### src/rtl/seq_div_unit.sv
// Multi-cycle signed restoring divider: result = {remainder, quotient}, truncating toward zero.
// Optional macro DIV_ZERO_TRAP_EN adds a div_zero flag and a short-circuit path for a zero divisor.
module seq_div_unit #(
  parameter int WIDTH = 32
) (
  input  logic               clock,
  input  logic               clear,
  input  logic               start,
  input  logic [WIDTH-1:0]   dividend,
  input  logic [WIDTH-1:0]   divisor,
  output logic               busy,
  output logic               done,
  output logic [2*WIDTH-1:0] result
`ifdef DIV_ZERO_TRAP_EN
  ,
  output logic               div_zero
`endif
);

  // state | meaning
  // IDLE  | waiting for start; result held
  // CALC  | one quotient bit per cycle, MSB first
  // FIX   | apply signs, load result
  // DONE  | done pulse, back to IDLE
  typedef enum logic [1:0] {IDLE, CALC, FIX, DONE} state_t;

  localparam int CW = $clog2(WIDTH);

  state_t           state, state_nxt;
  logic [WIDTH-1:0] dvs_mag, rem, quo;
  logic             dvd_neg, sign_q;
  logic [CW-1:0]    cnt;
  logic [WIDTH:0]   rem_sh, trial;
  logic [WIDTH-1:0] quo_fix, rem_fix;
  logic             dvs_zero;

  assign dvs_zero = (divisor == '0);

  // quo starts out holding |dividend| and is shifted out as quotient bits shift in
  assign rem_sh  = {rem, quo[WIDTH-1]};
  assign trial   = rem_sh - {1'b0, dvs_mag};
  assign quo_fix = sign_q  ? -quo : quo;
  assign rem_fix = dvd_neg ? -rem : rem;

`ifdef DIV_ZERO_TRAP_EN
  logic dz_q;
`endif

  always_comb begin
    state_nxt = state;
    busy      = (state != IDLE);
    done      = (state == DONE);
    case (state)
      IDLE: begin
        if (start) begin
`ifdef DIV_ZERO_TRAP_EN
          state_nxt = dvs_zero ? FIX : CALC;
`else
          state_nxt = CALC;
`endif
        end
      end
      CALC:    if (cnt == CW'(WIDTH - 1)) state_nxt = FIX;
      FIX:     state_nxt = DONE;
      DONE:    state_nxt = IDLE;
      default: state_nxt = IDLE;
    endcase
  end

  always_ff @(posedge clock) begin
    if (clear) begin
      state   <= IDLE;
      dvs_mag <= '0;
      rem     <= '0;
      quo     <= '0;
      dvd_neg <= 1'b0;
      sign_q  <= 1'b0;
      cnt     <= '0;
      result  <= '0;
`ifdef DIV_ZERO_TRAP_EN
      dz_q     <= 1'b0;
      div_zero <= 1'b0;
`endif
    end else begin
      state <= state_nxt;
      case (state)
        IDLE: begin
          if (start) begin
            quo     <= dividend[WIDTH-1] ? -dividend : dividend;
            dvs_mag <= divisor[WIDTH-1]  ? -divisor  : divisor;
            dvd_neg <= dividend[WIDTH-1];
            sign_q  <= dividend[WIDTH-1] ^ divisor[WIDTH-1];
            rem     <= '0;
            cnt     <= '0;
`ifdef DIV_ZERO_TRAP_EN
            dz_q     <= dvs_zero;
            div_zero <= 1'b0;
`endif
          end
        end
        CALC: begin
          cnt <= cnt + CW'(1);
          if (!trial[WIDTH]) begin
            rem <= trial[WIDTH-1:0];
            quo <= {quo[WIDTH-2:0], 1'b1};
          end else begin
            rem <= rem_sh[WIDTH-1:0];
            quo <= {quo[WIDTH-2:0], 1'b0};
          end
        end
        FIX: begin
`ifdef DIV_ZERO_TRAP_EN
          // on the trap path quo still holds |dividend|, so the signed dividend is rebuilt from it
          if (dz_q) begin
            result   <= {(dvd_neg ? -quo : quo), {WIDTH{1'b1}}};
            div_zero <= 1'b1;
          end else begin
            result <= {rem_fix, quo_fix};
          end
`else
          result <= {rem_fix, quo_fix};
`endif
        end
        default: ;
      endcase
    end
  end

endmodule

### config.mk
export PLATFORM = sky130hd
export DESIGN_NAME = seq_div_unit
export DESIGN_NICKNAME = d
export VERILOG_FILES = /design/src/rtl/seq_div_unit.sv
export SDC_FILE = /design/constraint.sdc
export NUM_CORES = 1
export LEC_CHECK = 0
export BUFFER_PORTS_ARGS = -buffer_cell sky130_fd_sc_hd__buf_2
export CAP_MARGIN = 25
export CORE_MARGIN = 8
export CORE_UTILIZATION = 61
export CTS_CLUSTER_DIAMETER = 150
export DETAILED_ROUTE_END_ITERATION = 10
export PLACE_DENSITY = 0.88
export SETUP_SLACK_MARGIN = 0.5
export SLEW_MARGIN = 10
export SYNTH_ARGS = -nofsm -noshare
export SYNTH_HDL_FRONTEND = slang
export SYNTH_SLANG_ARGS = --single-unit
### constraint.sdc
create_clock -name clock -period 9 [get_ports clock]
set_input_delay 1.35 -clock clock [delete_from_list [all_inputs] [get_ports clock]]
set_output_delay 1.35 -clock clock [all_outputs]
set_load 0.005 [all_outputs]
==> results of run 1 <==
-- flip-flops by register name, summed over array words and instances (netlist names) --
register	count
quo	32
rem	32
sign_q	1
state	2
result	64
dvd_neg	1
dvs_mag	32
cnt	5
-- cell type report --
cell class,instances,share of cell area
clock buffers,17,0.0348
clock inverters,15,0.0162
inverters,57,0.0175
multi-input cells,1077,0.569
flip-flops and latches,169,0.277
well taps,225,0.0230
repair buffers,143,0.0626
-- routing by layer --
metal | vias to the layer above | GRT usage | part of all wire
li1 | 5136 | - | -
met1 | 4923 | 0.386 | 0.45
met2 | 415 | 0.402 | 0.44
met3 | 55 | 0.0537 | 0.083
met4 | 0 | 0.102 | 0.024
met5 | - | 0 | 0
-- path summary, 6_finish.rpt --
check | end | from | slack (ns)
worst min register to register | dvs_mag[25] | dvs_mag[25] | 0.45
worst max register to register | quo[0] | quo[31] | 4.95
worst min-delay path | dvs_mag[25] | dvs_mag[25] | 0.45
worst max-delay path | quo[0] | quo[31] | 4.95
-- cell families after synthesis --
kind of cell | Yosys count
and+or+nand+nor | 451
AOI/OAI and AO/OA | 408
DFF | 169
xor gates and xnor gates | 142
buffers and inverters | 137
adders and majority gates | 43
muxes | 33
-- layout by cell type, fill, tap and decap left out, drive strengths merged, types with 33 or more instances in the layout --
master | netlist | layout
a211oi | 78 | 78
dfxtp | 169 | 169
ha | 42 | 42
xor2 | 114 | 114
mux2i | 33 | 33
o21ai | 126 | 126
nand2 | 175 | 175
inv | 57 | 65
buf | 9 | 143
a21oi | 64 | 64
nor2 | 123 | 123
o31ai | 40 | 40
-- critical path: stages (launching register included) --
cell       delay (ns)
dfxtp_1          0.33
inv_1            0.08
ha_1             0.22
fa_1             0.39
nand2b_1         0.18
a21o_1           0.20
a21o_1           0.18
o311ai_0         0.87
a21oi_1          0.31
xor2_4           0.26
buf_4            0.48
a2111oi_0        0.19
a31o_2           0.25
-- metrics by stage --
stage	util	setup WS (ns)	area, um^2	total power [uW]
5_1_grt	0.707	4.72	12200	3740
2_1_floorplan	-	5.20	10800	2240
4_1_cts	0.705	5.00	12200	3480
6_report	0.707	4.95	12200	3510
3_5_place_dp	0.669	4.96	11600	2700
3_3_place_gp	0.669	4.99	11600	2650
-- power by group through the flow --
stage | Clock [uW] | Combinational, uW | Sequential, uW
6_report | 766 | 1600 | 1150
5_1_grt | 801 | 1780 | 1170
4_1_cts | 768 | 1570 | 1140
3_5_place_dp | 0 | 1550 | 1150
3_3_place_gp | 0 | 1510 | 1140
2_1_floorplan | 0 | 1140 | 1100
==> summary.md, run 1 <==
| Metric | Value |
|---|---|
| Synth cell count leaders | `nand2_1, dfxtp_1, o21ai_0` |
| ANT cells | `0` |
| Flop pwr share | `0.326` |
| Syn_area_per_cell | `7.82 um^2` |
| Max Buffers Root-to-Sink | `2` |
| Fraction of the mapped netlist area in adder cells | `0.0504` |
| Worst-case vdd ir drop | `0.383 mV` |
| First-pass GRT wire length | `49300 um` |
| Synth Net Count | `1493` |
| Net load switching power | `1550 uW` |
| Final ANT Viol Nets | `0` |
| H-tree levels | `4` |
| Setup violators final | `0` |
| Synth cell types | `65` |
| Layout fillers | `1364` |
| Layout cell share with drive strength beyond 1 | `0.141` |
| Setup TNS | `0 ns` |
| Synth Area in Simple Gates | `0.197` |
| CTS tree | `done` |
| Period utilization | `0.450` |
| Post-Synthesis Cell Area | `10800 um^2` |
| Min Tclk post-route | `4.05 ns` |
| Least-Margin Pin Slew | `1.00 ns` |
| WHS | `0.453 ns` |
| Die span in x | `149 um` |
| Vias in the first global route | `9713` |
| Core area | `17300 um^2` |
| Vias | `10500` |
| Post-synthesis register bit count | `169` |
| Status | `finished clean` |
| Compound-Gate Fraction of Synth Area | `0.247` |
| Yosys top cell by area | `dfxtp_1` |
| Worst hold path type | `reg2reg` |
| Gate power share | `0.456` |
| Skew final | `0.0132 ns` |
| Final HPWL DP | `22500 um` |
| Total CTS buffers | `17` |
| Area of the multi-input gates | `6960 um^2` |
| I/O Buffers | `132` |
| Area growth from synthesis to layout | `13.0%` |
| Mux share of post-synthesis cell area | `0.0305` |
| Worst setup EP type | `flip-flop` |
| Internal | `1970 uW` |
| Post-Synth XOR/XNOR Area | `0.115` |
| Pwr/cell area | `287 nW/um^2` |
| Synth top area share | `0.313` |
| Pins Over Slew Limit | `0` |
| Nets | `1575` |
| # clock sinks | `169` |
| Top-count cell post-synth | `nand2_1` |
| Row count | `48` |
| Cts-stage hold buffer count | `0` |
| Ys async rst share | `0` |
| Initial antenna violation count | `0` |
| RSZ-0062 raised after global routing | `no` |
| Wirelength, routed | `30800 um` |
| Rel. slew slack | `0.323` |
| Ys flop type | `dfxtp_1` |
| Synthesized instance count | `1383` |
| Via-to-Cell Ratio | `6.18` |
| Max Clk Rate | `247 MHz` |
| Postcts setup bufs | `0` |
| Register area share after synthesis | `0.313` |
| Net Sw Frac | `0.441` |
| Largest net degree at the start of global routing | `110` |
| Die footprint | `22200 um^2` |
| Post-route DRC | `0` |
| Starting Density | `0.625` |
| Final hold viol count | `0` |
| Initial DRC Count | `1145` |
| Critical Path Fanout Max | `37` |
| Worst Path Required | `9.34 ns` |
| Clock network power share | `0.218` |
| Yosys synthesis warning count | `0` |
| Leak | `0.00517 uW` |
| Worst hold path depth | `2` |
| Ports | `133` |
| Die height | `149 um` |
| Area contributors post-synth | `dfxtp_1, xor2_1, nand2_1` |
| RD Place Congestion | `0.968` |
| CTS root buffer | `clkbuf_16` |
| Reg2Reg Depth | `12` |
| Later-pin clock latency in the skew report | `0.44 ns` |
| Storage cell area | `3380 um^2` |
| DR WL/cell | `18.1 um` |
| Crit start category | `flip-flop` |
| Drt pass-1 iters | `5` |
| Post-synth EDFFs | `0` |
| Total gr overflow | `0` |
| Max Cap Viol | `0` |
| # placed instances | `1669` |
| Total track usage | `0.273` |
| WP data arrival | `4.39 ns` |
| Main combinational cell family by area after synthesis | `compound AO/OA/AOI/OAI gates` |
| Post-Layout Cell Count | `1703` |
| CTS resizes | `0` |
| CTS clk-pin slew, worst paths | `0.07 ns` |
| Crit path kind | `reg2reg` |
Note: power is estimated with default switching activity, not from simulation.
==> inputs of run 2 (changes only) <==
--- a/config.mk
+++ b/config.mk
@@ -5,13 +5,14 @@
 export SDC_FILE = /design/constraint.sdc
 export NUM_CORES = 1
 export LEC_CHECK = 0
+export ABC_AREA = 1
 export BUFFER_PORTS_ARGS = -buffer_cell sky130_fd_sc_hd__buf_2
 export CAP_MARGIN = 25
 export CORE_MARGIN = 8
-export CORE_UTILIZATION = 61
+export CORE_UTILIZATION = 55
 export CTS_CLUSTER_DIAMETER = 150
 export DETAILED_ROUTE_END_ITERATION = 10
-export PLACE_DENSITY = 0.88
+export PLACE_DENSITY = 0.83
 export SETUP_SLACK_MARGIN = 0.5
 export SLEW_MARGIN = 10
 export SYNTH_ARGS = -nofsm -noshare
==> constraint.sdc (replaced) <==
create_clock -name clock -period 3.4 [get_ports clock]
set_input_delay 0.51 -clock clock [delete_from_list [all_inputs] [get_ports clock]]
set_output_delay 0.51 -clock clock [all_outputs]
set_load 0.005 [all_outputs]
==> summary.md, run 2 <==
| Metric | Value |
|---|---|
| Status | `finished clean` |
| CP dominant cell by count | `nand2_4` |
| Number of flip-flops in the largest register | `64 (unchanged)` |
| Rel. slew slack | `0.435 (+0.112)` |
| Syn_area_per_cell | `6.12 um^2 (-22%)` |
| Min Tclk post-route | `2.74 ns (-1.32 ns)` |
| Critical path's top delay family | `simple AND/OR/NAND/NOR gates` |
| Internal | `5450 uW (+180%)` |
| RD Place Congestion | `0.940 (-3.0%)` |
| Post-synthesis register bit count | `169 (unchanged)` |
| Most common cell after layout, fill and taps aside | `nand2_1` |
| Synth cell types | `49 (-25%)` |
| Max Cap Viol | `0 (unchanged)` |
| Ports | `133 (unchanged)` |
| H-tree levels | `4 (unchanged)` |
| Ys async rst share | `0 (unchanged)` |
| Worst hold path depth | `3 (+1)` |
| Initial antenna violation count | `0 (unchanged)` |
| Largest net degree at the start of global routing | `118 (+7.3%)` |
| Post-Layout Cell Count | `2581 (+52%)` |
| Slowest CP cell | `fa_1` |
| Nets | `2359 (+50%)` |
| DR WL/cell | `16.4 um (-9.4%)` |
| Row count | `56 (+17%)` |
| Worst Path Required | `3.76 ns (-5.58 ns)` |
| Drt pass-1 iters | `6 (+1)` |
| Via-to-Cell Ratio | `5.49 (-11%)` |
| Flop pwr share | `0.278 (-0.048)` |
| # clock sinks | `169 (unchanged)` |
| Least-Margin Pin Slew | `0.848 ns (-0.155 ns)` |
| Setup TNS | `0 ns (unchanged)` |
| Synth top area share | `0.256 (-0.0570)` |
| Final Worst Setup Slack | `0.664 ns (-4.28 ns)` |
| Vias in the first global route | `13200 (+35%)` |
| Pwr/cell area | `733 nW/um^2 (+160%)` |
| Leak | `0.00780 uW (+51%)` |
| Worst setup EP type | `flip-flop` |
| Crit path kind | `reg2reg` |
| CTS root buffer | `clkbuf_16` |
| Hold path endpoint | `dvs_mag[19]` |
| Post-synth EDFFs | `0 (unchanged)` |
| Buf/Inv on CP | `2 (unchanged)` |
| WP data arrival | `3.09 ns (-1.30 ns)` |
| Area growth from synthesis to layout | `11.0%` |
| Die footprint | `29300 um^2 (+32%)` |
| Net Sw Frac | `0.493 (+0.0527)` |
| Final HPWL DP | `33000 um (+46%)` |
| Pins Over Slew Limit | `0 (unchanged)` |
| Cts-stage hold buffer count | `0 (unchanged)` |
| Worst hold path type | `in2reg` |
| Starting Density | `0.562 (-0.0635)` |
| Area contributors post-synth | `dfxtp_1, nand2_1, inv_1` |
| Reg2reg end | `rem[21]` |
| ANT cells | `0 (unchanged)` |
| Crit start category | `flip-flop` |
| Slowest stage delay, CP | `0.42 ns (-0.45 ns)` |
| Top-count cell post-synth | `nand2_1` |
| Worst Hold Launch | `divisor[19]` |
| Yosys synthesis warning count | `0 (unchanged)` |
| Setup violators final | `0 (unchanged)` |
| Commonest cells after routing, fill and taps aside | `nand2_1, inv_1, nor2_1` |
| Net load switching power | `5310 uW (+240%)` |
| Ys flop type | `dfxtp_1` |
| Synthesized instance count | `2163 (+56%)` |
| Total CTS buffers | `17 (unchanged)` |
| # placed instances | `2548 (+53%)` |
| CTS clk-pin slew, worst paths | `0.07 ns (about the same)` |
| Post-route DRC | `0 (unchanged)` |
| Worst-case vdd ir drop | `0.703 mV (+83%)` |
| Worst R2R Setup Slack | `0.66 ns (-4.28 ns)` |
| I/O Buffers | `132 (unchanged)` |
| Period utilization | `0.805 (+0.354)` |
| RSZ-0062 raised after global routing | `no` |
| Vias | `14200 (+35%)` |
| Die span in x | `171 um (+15%)` |
| Initial DRC Count | `1533 (+34%)` |
| CTS tree | `done` |
| Clock network power share | `0.188 (-0.030)` |
| First-pass GRT wire length | `66800 um (+35%)` |
| Pre-CTS setup slack | `0.713 ns (-4.24 ns)` |
| Synth Net Count | `2273 (+52%)` |
| Reg2Reg Depth | `16 (+4)` |
| Postcts setup bufs | `0 (unchanged)` |
| Final hold viol count | `0 (unchanged)` |
| Top reg by flops | `result` |
| Core area | `23500 um^2 (+36%)` |
| Gate power share | `0.534 (+0.078)` |
| Max Clk Rate | `365 MHz (+48%)` |
| Post-Synthesis Cell Area | `13200 um^2 (+22%)` |
| Skew final | `0.0131 ns (-0.0000601 ns)` |
| Yosys top cell by area | `dfxtp_1` |
| Critical Path Fanout Max | `25 (-32%)` |
| Critical Path, Cell by Cell | `inv_1 > ha_1 > fa_1 > inv_1 > nand2_1 > nand2_1 > nand3_1 > nand2_2 > nand2_4 > nand2_4 > nand2_4 > nand3_4 > nand2_4 > nand2_4 > nand3_2 > a21oi_2` |
| Layout cell share with drive strength beyond 1 | `0.125 (-0.0161)` |
| Max Buffers Root-to-Sink | `2 (unchanged)` |
| Total track usage | `0.285 (+0.0121)` |
| Later-pin clock latency in the skew report | `0.44 ns (about the same)` |
| RR Startpoint | `quo[31]` |
| Die height | `171 um (+15%)` |
| Total gr overflow | `0 (unchanged)` |
| Synth cell count leaders | `nand2_1, inv_1, nor2_1` |
| Register area share after synthesis | `0.256 (-0.0570)` |
| Final ANT Viol Nets | `0 (unchanged)` |
| Wirelength, routed | `42300 um (+37%)` |
## run 2: changes by cell type in the layout (fill, tap and decap cells not counted), moves of 23 or more
cell	delta
o211ai_1	+32
a21oi_1	+97
o221ai_1	+23
inv_1	+297
nand3_1	+117
nand2_4	+25
nand2_1	+385
xor2_1	-56
mux2i_1	-33
o31ai_1	-39
nor2_1	+90
a211oi_1	-77
## run 2: final cells by class
cell class | count | area (um^2)
clock buffer | 19 | 443
clock inverter | 13 | 159
fill | 2322 | 8860
inverter | 365 | 1370
multi-input combinational | 1550 | 8130
sequential | 169 | 3380
tap | 319 | 399
timing repair buffer | 146 | 793
## run 2: worst min-delay path, delay by kind of cell
| family | cells | cell delay, ns |
|---|---|---|
| buffers and inverters | 1 | 0.10 |
| AO/OA/AOI/OAI | 1 | 0.10 |
| XOR/XNOR | 1 | 0.06 |
## run 2: how the worst max path moves through the flow
stage	startpoint	endpoint	slack [ns]	cells after the start
floorplan	quo[31]	rem[21]	1.18	18
detailed placement	rem[5]	rem[0]	0.71	13
global placement	rem[4]	rem[31]	0.80	13
CTS	rem[5]	rem[0]	0.70	13
global route	state[0]	quo[16]	0.51	8
finish	quo[31]	rem[21]	0.66	16
## run 2: power groups by stage
stage / registers (uW) / logic (uW) / clock network (uW)
CTS: 2970 / 5650 / 2030
floorplan: 2870 / 4060 / 0
detailed placement: 3000 / 5600 / 0
global route: 3040 / 6370 / 2120
finish: 3000 / 5740 / 2020
global placement: 2990 / 5520 / 0
## run 2: what timing repair did
item	4_1_cts	5_1_grt
setup endpoints to repair	0	2
gates resized for setup	0	0
endpoints found under the hold margin	0	0
## run 2: cells by family after synthesis
group,Yosys count,synth area share
xor gates and xnor gates,69,0.0457
DFF,169,0.256
buffers and inverters,445,0.131
adders and majority gates,43,0.0412
AOI/OAI and AO/OA,381,0.169
and+or+nand+nor,1056,0.357
## run 2: per-stage QoR
step	power [uW]	instance area [um^2]	hold slack, ns	utilization
2_1_floorplan	6930	13200	0.443	-
3_3_place_gp	8510	14100	0.454	0.597
3_5_place_dp	8600	14100	0.457	0.597
4_1_cts	10600	14700	0.366	0.623
5_1_grt	11500	14700	0.375	0.624
6_report	10800	14700	0.368	0.624
## run 2: routing by layer
metal,GRT usage,share of wire,up-vias
li1,-,-,7053
met1,0.380,0.45,6483
met2,0.456,0.44,545
met3,0.0519,0.073,83
met4,0.101,0.032,0
met5,0,0,-
